**src/rtl/display_scan_arbiter.sv**
```systemverilog
// Multiplexed hex display scanner with a frame-synchronous two-source arbiter.
// Optional leading-zero blanking is enabled by defining DISP_LZB_EN.
module display_scan_arbiter #(
    parameter int DIGITS      = 4,
    parameter int DWELL       = 1,
    parameter int HOLD_FRAMES = 50
) (
    input  logic        clk_200Hz,
    input  logic        rst,
    input  logic        EN,
    input  logic [15:0] a_data,
    input  logic [3:0]  a_dot,
    input  logic        b_req,
    input  logic [15:0] b_data,
    input  logic [3:0]  b_dot,
    output logic        b_gnt,
    output logic        b_done,
    output logic [3:0]  sm_duan,
    output logic        sm_dot,
    output logic [7:0]  sm_wei
);

    localparam int DWW = (DWELL > 1) ? $clog2(DWELL) : 1;
    localparam int HW  = $clog2(HOLD_FRAMES + 1);

    localparam logic [2:0]     LAST_IDX   = 3'(DIGITS - 1);
    localparam logic [DWW-1:0] LAST_DWELL = DWW'(DWELL - 1);
    localparam logic [HW-1:0]  HOLD_MAX   = HW'(HOLD_FRAMES);

    // Nibbles and dots beyond the configured digit count are forced to zero
    function automatic logic [31:0] data_mask();
        logic [31:0] m;
        m = 32'h0000_0000;
        for (int k = 0; k < 8; k++) begin
            if (k < DIGITS) m[4*k +: 4] = 4'hF;
            else            m[4*k +: 4] = 4'h0;
        end
        return m;
    endfunction

    function automatic logic [7:0] dot_mask();
        logic [7:0] m;
        m = 8'h00;
        for (int k = 0; k < 8; k++) begin
            if (k < DIGITS) m[k] = 1'b1;
            else            m[k] = 1'b0;
        end
        return m;
    endfunction

    localparam logic [31:0] DATA_MASK = data_mask();
    localparam logic [7:0]  DOT_MASK  = dot_mask();

    typedef enum logic [1:0] {
        SHOW_A = 2'd0,
        PEND_B = 2'd1,
        SHOW_B = 2'd2
    } arb_state_t;

    arb_state_t      state_r, state_next_s;
    logic [2:0]      idx_r;
    logic [DWW-1:0]  dwell_r;
    logic [HW-1:0]   hold_r, hold_next_s, hold_inc_s;
    logic            take_b_s;
    logic            fs_s;
    logic [31:0]     snap_data_r, sel_data_s, a_ext_s, b_ext_s;
    logic [7:0]      snap_dot_r, sel_dot_s, a_dot_ext_s, b_dot_ext_s;
    logic [3:0]      nibble_s;
    logic            dot_s;
    logic            blank_s;
    logic [7:0]      wei_s;
    logic [7:0]      sm_wei_r;
    logic [3:0]      sm_duan_r;
    logic            sm_dot_r;
    logic            b_gnt_r;
    logic            b_done_r;

    assign a_ext_s     = {16'h0000, a_data} & DATA_MASK;
    assign b_ext_s     = {16'h0000, b_data} & DATA_MASK;
    assign a_dot_ext_s = {4'h0, a_dot} & DOT_MASK;
    assign b_dot_ext_s = {4'h0, b_dot} & DOT_MASK;

    // A frame only starts while the display is enabled
    assign fs_s       = EN && (idx_r == 3'd0) && (dwell_r == {DWW{1'b0}});
    assign hold_inc_s = (hold_r >= HOLD_MAX) ? HOLD_MAX : (hold_r + HW'(1));

    // Digit scan counters; held at digit 0 while blanked so re-enable starts a frame
    always_ff @(posedge clk_200Hz) begin
        if (rst) begin
            idx_r   <= 3'd0;
            dwell_r <= {DWW{1'b0}};
        end else if (!EN) begin
            idx_r   <= 3'd0;
            dwell_r <= {DWW{1'b0}};
        end else if (dwell_r == LAST_DWELL) begin
            dwell_r <= {DWW{1'b0}};
            idx_r   <= (idx_r == LAST_IDX) ? 3'd0 : (idx_r + 3'd1);
        end else begin
            dwell_r <= dwell_r + DWW'(1);
        end
    end

    // Arbitration next-state; ownership only changes hands at frame starts
    always_comb begin
        state_next_s = state_r;
        hold_next_s  = hold_r;
        take_b_s     = 1'b0;
        case (state_r)
            SHOW_A: begin
                if (EN && b_req) state_next_s = PEND_B;
                else             state_next_s = SHOW_A;
            end
            PEND_B: begin
                if (fs_s && b_req) begin
                    state_next_s = SHOW_B;
                    hold_next_s  = {HW{1'b0}};
                    take_b_s     = 1'b1;
                end else if (fs_s) begin
                    state_next_s = SHOW_A;
                end else begin
                    state_next_s = PEND_B;
                end
            end
            SHOW_B: begin
                if (fs_s) begin
                    hold_next_s = hold_inc_s;
                    if ((hold_inc_s >= HOLD_MAX) && !b_req) begin
                        state_next_s = SHOW_A;
                    end else begin
                        state_next_s = SHOW_B;
                        take_b_s     = 1'b1;
                    end
                end else begin
                    state_next_s = SHOW_B;
                end
            end
            default: begin
                state_next_s = SHOW_A;
            end
        endcase
    end

    // Arbitration state and hold counter registers
    always_ff @(posedge clk_200Hz) begin
        if (rst) begin
            state_r <= SHOW_A;
            hold_r  <= {HW{1'b0}};
        end else begin
            state_r <= state_next_s;
            hold_r  <= hold_next_s;
        end
    end

    // At a frame start the new owner's data is used immediately for digit 0
    always_comb begin
        sel_data_s = snap_data_r;
        sel_dot_s  = snap_dot_r;
        if (fs_s && take_b_s) begin
            sel_data_s = b_ext_s;
            sel_dot_s  = b_dot_ext_s;
        end else if (fs_s) begin
            sel_data_s = a_ext_s;
            sel_dot_s  = a_dot_ext_s;
        end else begin
            sel_data_s = snap_data_r;
            sel_dot_s  = snap_dot_r;
        end
    end

    // Frame snapshot register, reloaded only at frame starts
    always_ff @(posedge clk_200Hz) begin
        if (rst) begin
            snap_data_r <= 32'h0000_0000;
            snap_dot_r  <= 8'h00;
        end else if (fs_s) begin
            snap_data_r <= sel_data_s;
            snap_dot_r  <= sel_dot_s;
        end else begin
            snap_data_r <= snap_data_r;
            snap_dot_r  <= snap_dot_r;
        end
    end

    // Active digit decode, including optional leading-zero blanking
    always_comb begin
        nibble_s = sel_data_s[{idx_r, 2'b00} +: 4];
        dot_s    = sel_dot_s[idx_r];
`ifdef DISP_LZB_EN
        if ((idx_r != 3'd0) &&
            ((sel_data_s >> {idx_r, 2'b00}) == 32'h0000_0000) &&
            ((sel_dot_s >> idx_r) == 8'h00)) begin
            blank_s = 1'b1;
        end else begin
            blank_s = 1'b0;
        end
`else
        blank_s = 1'b0;
`endif
        if (blank_s) wei_s = 8'hFF;
        else         wei_s = ~(8'h01 << idx_r);
    end

    // Registered display and handshake outputs
    always_ff @(posedge clk_200Hz) begin
        if (rst) begin
            sm_wei_r  <= 8'hFF;
            sm_duan_r <= 4'h0;
            sm_dot_r  <= 1'b0;
            b_gnt_r   <= 1'b0;
            b_done_r  <= 1'b0;
        end else begin
            if (!EN) begin
                sm_wei_r  <= 8'hFF;
                sm_duan_r <= 4'h0;
                sm_dot_r  <= 1'b0;
            end else begin
                sm_wei_r  <= wei_s;
                sm_duan_r <= nibble_s;
                sm_dot_r  <= dot_s;
            end
            b_gnt_r  <= (state_next_s == SHOW_B);
            b_done_r <= (state_r == SHOW_B) && (state_next_s == SHOW_A);
        end
    end

    assign sm_wei  = sm_wei_r;
    assign sm_duan = sm_duan_r;
    assign sm_dot  = sm_dot_r;
    assign b_gnt   = b_gnt_r;
    assign b_done  = b_done_r;

endmodule
```
**config.mk**
```make
export PLATFORM = sky130hd
export DESIGN_NAME = display_scan_arbiter
export DESIGN_NICKNAME = d
export VERILOG_FILES = /design/src/rtl/display_scan_arbiter.sv
export SDC_FILE = /design/constraint.sdc
export NUM_CORES = 1
export LEC_CHECK = 0
export BUFFER_PORTS_ARGS = -buffer_cell sky130_fd_sc_hd__buf_2
export CAP_MARGIN = 20
export CORE_MARGIN = 2
export CORE_UTILIZATION = 51
export DETAILED_ROUTE_END_ITERATION = 7
export PLACE_DENSITY_LB_ADDON = 0.12
export SLEW_MARGIN = 40
export SYNTH_ARGS = -nofsm -noshare
export SYNTH_HDL_FRONTEND = slang
export SYNTH_SLANG_ARGS = --single-unit
```
**constraint.sdc**
```tcl
create_clock -name clk_200Hz -period 3.1 [get_ports clk_200Hz]
set_input_delay 0.31 -clock clk_200Hz [delete_from_list [all_inputs] [get_ports clk_200Hz]]
set_output_delay 0.31 -clock clk_200Hz [all_outputs]
set_load 0.01 [all_outputs]
```
# [Yosys cells after proc, flatten, opt, wreduce, memory -nomap -nowiden]
# Index checks and enable logic that the tools add are counted.
# W data, S select, Z words.
[word_totals] register_bits=67 out_inout_bits=15 in_bits=44
[classes] n_eq_ne=6 magnitude_cmp=3 bitwise=3 n_addsub=3 shift=2 mux=21 n_reduce_logical=15
[ops] operator="$mux W32" n=2
[ops] operator="$shiftx A32 B6 Y4" n=1
[ops] operator="$mux W6" n=3
[ops] operator="$mux W8" n=2
[ops] operator="$ge A6 B6 Y1 const B" n=2
[ops] operator="$pmux W6 S2" n=1
[ops] operator="$not A8 Y8" n=1
[ops] operator="$shl A1 B3 Y8 const A" n=1
[ops] operator="$logic_and A1 B1 Y1" n=7
[ops] operator="$add A6 B1 Y6 const B" n=1
[ops] operator="$mux W1" n=6
[ops] operator="$mux W2" n=3
[ops] operator="$pmux W2 S3" n=1
[ops] operator="$eq A2 B2 Y1 const B" n=2
[ops] operator="$logic_not A2 Y1" n=2
[ops] operator="$lt A3 B4 Y1 const B" n=1
[ops] operator="$ne A2 B2 Y1 const B" n=2
[ops] operator="$add A3 B1 Y3 const B" n=1
[ops] operator="$bmux W1 S3" n=1
[ops] operator="$eq A3 B2 Y1 const B" n=1
[ops] operator="$logic_not A3 Y1" n=1
[ops] operator="$mux W3" n=1
[ops] operator="$reduce_and A3 Y1" n=1
[ops] operator="$reduce_or A3 Y1" n=1
[ops] operator="7 further kinds" n=8

# [Longest topological paths before layout]
[depth] ltp_word=11 mapped_depth=11 ltp_nobuf=7

# [Worst setup path after synthesis]
# OpenSTA, ideal clock, no wires.
[synth_timing] path_kind="flip-flop to flip-flop" from="register idx_r[0]" to="register snap_data_r[15]" t_arrival_ps=2365 stages_incl_launch_ff=11 path_slack_ps=612 setup_time_ps=123 period_less_slack_ps=2488 path_cell_list="dfxtp_1 -> clkbuf_1 -> inv_1 -> ha_1 -> and4bb_1 -> buf_2 -> nand3_1 -> o21bai_1 -> o31ai_4 -> buf_6 -> mux2_1"
[synth_via] elab_chain_cells=8 word_cells_on_any_way=10 cone_classes="mux: 5; reduce/logical: 5"
[synth_rtl] element="start, declared" line_no="61" text="logic [2:0] idx_r;"
[synth_rtl] element="start signal, assigned" line_no="97" text="idx_r <= (idx_r == LAST_IDX) ? 3'd0 : (idx_r + 3'd1);"
[synth_rtl] element="$logic_not A3 Y1 *" line_no="84" text="assign fs_s = EN && (idx_r == 3'd0) && (dwell_r == {DWW{1'b0}});"
[synth_rtl] element="$logic_and A1 B1 Y1 * (2 in series)" line_no="84"
[synth_rtl] element="$logic_and A1 B1 Y1" line_no="114" text="if (fs_s && b_req) begin"
[synth_rtl] element="$mux W1" line_no="114"
[synth_rtl] element="$pmux W1 S2" line_no="108" text="case (state_r)"
[synth_rtl] element="$logic_and A1 B1 Y1" line_no="158" text="if (fs_s && take_b_s) begin"
[synth_rtl] element="$mux W32" line_no="158"
[synth_rtl] element="end signal, assigned" line_no="176" text="snap_data_r <= sel_data_s;"
[synth_rtl] element="end signal, assigned" line_no="179" text="snap_data_r <= snap_data_r;"
[synth_rtl] element="end, declared" line_no="66" text="logic [31:0] snap_data_r, sel_data_s, a_ext_s, b_ext_s;"
# Every way passes the cells marked *; elsewhere a longest branch is shown, timed or not.
# A chain may end at the register's enable or synchronous reset.

# [Worst setup path after layout]
[layout_timing] from="register hold_r[0]" to="register snap_data_r[0]"
[layout_via] elab_chain_cells=9 word_cells_on_any_way=10 cone_classes="add/sub: 1; order compare: 2; mux: 5; reduce/logical: 2"
[layout_rtl] element="start, declared" line_no="63" text="logic [HW-1:0] hold_r, hold_next_s, hold_inc_s;"
[layout_rtl] element="start signal, assigned" line_no="147" text="hold_r <= {HW{1'b0}};"
[layout_rtl] element="start signal, assigned" line_no="150" text="hold_r <= hold_next_s;"
[layout_rtl] element="$add A6 B1 Y6 / $ge A6 B6 Y1 (equally long branches)" line_no="85" text="assign hold_inc_s = (hold_r >= HOLD_MAX) ? HOLD_MAX : (hold_r + HW'(1));"
[layout_rtl] element="$mux W6 *" line_no="85"
[layout_rtl] element="$ge A6 B6 Y1 *" line_no="127" text="if ((hold_inc_s >= HOLD_MAX) && !b_req) begin"
[layout_rtl] element="$logic_and A1 B1 Y1 *" line_no="127"
[layout_rtl] element="$mux W1 *" line_no="127"
[layout_rtl] element="$mux W1 *" line_no="125" text="if (fs_s) begin"
[layout_rtl] element="$pmux W1 S2 *" line_no="108"
[layout_rtl] element="$logic_and A1 B1 Y1 *" line_no="158"
[layout_rtl] element="$mux W32 *" line_no="158"
# Marked as above.

==> results.cfg <==
[drt]
drt-vias-per-instance = 5.40
1st_iter_drt_viols = 149
finalWirelength_mm = 7.12
vias = 2646
drt_antenna_net_count = 0
number_of_remaining_drc_errors = 0
first_pass_iters = 5
wire_per_inst_um = 14.5

[logic_synthesis]
synthesis.area_per_instance_um2 = 9.27
synth_sequential_area_ratio = 0.405
synth_enable_flop_cells = 0
synth_area_um2 = 3310
synth_cells = 357
ys_async_sr_fraction = 0
yosys.cell_types.count = 43
yosysWarnings = 0
postSynthNetCount = 411
synth-seq-cells = 67
synthFlopType = sky130_fd_sc_hd__dfxtp_1

[cts]
numCtsBuffers = 9
ctsRootBufferMaster = sky130_fd_sc_hd__clkbuf_8
clockBufferDepth = 2
tritoncts = built
post_cts_buffers = 0
cts.sinks = 67
htree_num_levels = 3
clkTransAtPathRegs_ps = 70
post_cts_resize_count = 0
clk-insertion-delay-late_ps = 330
cts_hold_buffers = 0

[place]
detailed_place_hpwl_mm = 5.06
dp_worst_setup_slack_ps = 803
gp_congestion = 0.839
port-buffer-count = 58
dpl-instance-area_um2 = 3630

[global_routing]
overflow = 0
combined_global_route_utilization_of_all_metal_layers = 0.206
grt_antenna_before_repair = 0
grt_pass1_vias = 2481
maximum_number_of_pins_on_one_net_before_global_route_repair = 52
first_pass_grt_wire_length_mm = 11.7

[critical_path]
required_arrival_time_at_the_worst_endpoint_ps = 3320
worst-endpoint-arrival_ps = 2590
end_kind = register
worst_flop_to_flop_path_startpoint = hold_r[0]$_SDFFE_PP0P_
timing.critical_path.from_type = register
worstPathMaxFanout = 25
reg2reg_depth = 7
r2r-end = snap_data_r[0]$_SDFFE_PP0P_
r2r_slack_ps = 730
criticalPathCategory = reg -> reg
timing_startpoint_of_the_critical_path = hold_r[0]$_SDFFE_PP0P_

[pwr]
total_power_mw = 1.75
power.static_leakage_nw = 1.60
p_per_area_nw_per_um2 = 458
worst_ir_drop_vdd_mv = 0.336

[min_path]
hold_path_depth = 3
min_to = snap_data_r[6]$_SDFFE_PP0P_
hp-class = in -> reg
min-delay-start = b_data[6]

[run]
drv_cap = 0

[outcome]
run_status = complete, no violations

[sta]
achievable-frequency_mhz = 423
setup_viol = 0
clock_skew_ps = 8.11
setup_tns_ps = 0
max-slew-margin-rel = 0.464
rsz0062_at_grt = false
final_hold_viol_count = 0
timing.final.crit_period_ps = 2370
post-route-period-util = 0.763
final_max_slew_viol_count = 0
worst-slew-pin-transition_ps = 797
final_setup_margin_ps = 733

[finish]
antennaDiodeCount = 0
layout.cells.most_common_list = sky130_fd_sc_hd__dfxtp_1 (67), sky130_fd_sc_hd__buf_2 (57), sky130_fd_sc_hd__nor2_1 (31), sky130_fd_sc_hd__mux2i_1 (28)
synthToLayoutAreaGrowth_pct = 15.2
most_common_cell_after_layout_fill_and_taps_aside = sky130_fd_sc_hd__dfxtp_1
drive_gt1_frac = 0.232
finish.net_count = 463
final_design_area_no_fill_um2 = 3810

[floorplanning]
row_count = 29
floorplan.die_area_um2 = 7150
core_region_area_um2 = 6310
design.portCount = 59
die_width_um = 84.6
die-height_um = 84.6
initial_core_util = 0.524
routing by layer:
metal  GRT usage  vias up  share of wire
li1            -     1357              -
met1       0.273     1209           0.46
met2       0.335       74           0.47
met3      0.0580        6          0.056
met4      0.0462        0          0.011
met5           0        -              0
report_power, final:
part / switching, mW / internal, mW / total (mW)
Combinational: 0.0977 / 0.0824 / 0.180
Clock: 0.317 / 0.361 / 0.678
Sequential: 0.00752 / 0.881 / 0.889
worst max-delay path: stages (launching register included):
cell	delay, ps
sky130_fd_sc_hd__dfxtp_1	380
sky130_fd_sc_hd__inv_1	90
sky130_fd_sc_hd__ha_1	190
sky130_fd_sc_hd__nor4_1	330
sky130_fd_sc_hd__o21ai_0	280
sky130_fd_sc_hd__o31ai_4	220
sky130_fd_sc_hd__buf_4	370
sky130_fd_sc_hd__mux2_2	380
area by class of cell:
class | instances | area, um2
fillers | 572 | 2500
multi-input cells | 260 | 1830
flip-flops and latches | 67 | 1340
repair buffers | 63 | 330
clock buffers | 9 | 124
well taps | 77 | 96.3
clock inverters | 6 | 57.6
inverters | 8 | 30.0
worst max-delay path by stage:
| stage | slack (ps) | cells after the start | endpoint |
|---|---|---|---|
| final | 730 | 7 | snap_data_r[0]$_SDFFE_PP0P_ |
| after global routing | 560 | 7 | snap_data_r[1]$_SDFFE_PP0P_ |
| after CTS | 720 | 7 | snap_data_r[0]$_SDFFE_PP0P_ |
| after detailed placement | 800 | 7 | snap_data_r[1]$_SDFFE_PP0P_ |
| after global placement | 830 | 7 | snap_data_r[2]$_SDFFE_PP0P_ |
| after floorplan | 610 | 10 | snap_data_r[15]$_SDFFE_PP0P_ |
kinds of logic after synthesis:
kind of cell               synth area share
adders and majority gates            0.0378
other                               0.00113
and+or+nand+nor                       0.204
DFF                                   0.405
buffers and inverters                0.0412
AOI/OAI and AO/OA                     0.120
muxes                                 0.190
sequential cells by signal, summed over array words and instances (netlist names):
name / count
snap_data_r: 32
sm_wei: 8
snap_dot_r: 8
hold_r: 6
sm_duan: 4
idx_r: 3
state_r: 2
b_done: 1
b_gnt: 1
dwell_r: 1
sm_dot: 1
cells in the mapped netlist, types with 10 or more instances:
| library cell | instances | area share |
|---|---|---|
| sky130_fd_sc_hd__ha_1 | 10 | 0.038 |
| sky130_fd_sc_hd__and2_1 | 22 | 0.042 |
| sky130_fd_sc_hd__mux2i_1 | 28 | 0.085 |
| sky130_fd_sc_hd__a21oi_1 | 11 | 0.017 |
| sky130_fd_sc_hd__clkbuf_1 | 12 | 0.014 |
| sky130_fd_sc_hd__nor2_1 | 32 | 0.036 |
| sky130_fd_sc_hd__nand3_1 | 12 | 0.018 |
| sky130_fd_sc_hd__mux2_1 | 15 | 0.051 |
| sky130_fd_sc_hd__nor3_1 | 11 | 0.017 |
| sky130_fd_sc_hd__dfxtp_1 | 67 | 0.41 |
| sky130_fd_sc_hd__mux2_2 | 16 | 0.054 |
| sky130_fd_sc_hd__nor2b_1 | 22 | 0.042 |
| sky130_fd_sc_hd__nand2_1 | 21 | 0.024 |
through the flow:
step,cells,util,hold slack (ps)
6_report,490,0.604,316
5_1_grt,490,0.604,330
4_1_cts,490,0.604,301
3_5_place_dp,475,0.575,440
3_3_place_gp,475,0.575,436
2_1_floorplan,357,-,424
No activity file was read; power rests on OpenSTA's default activity.
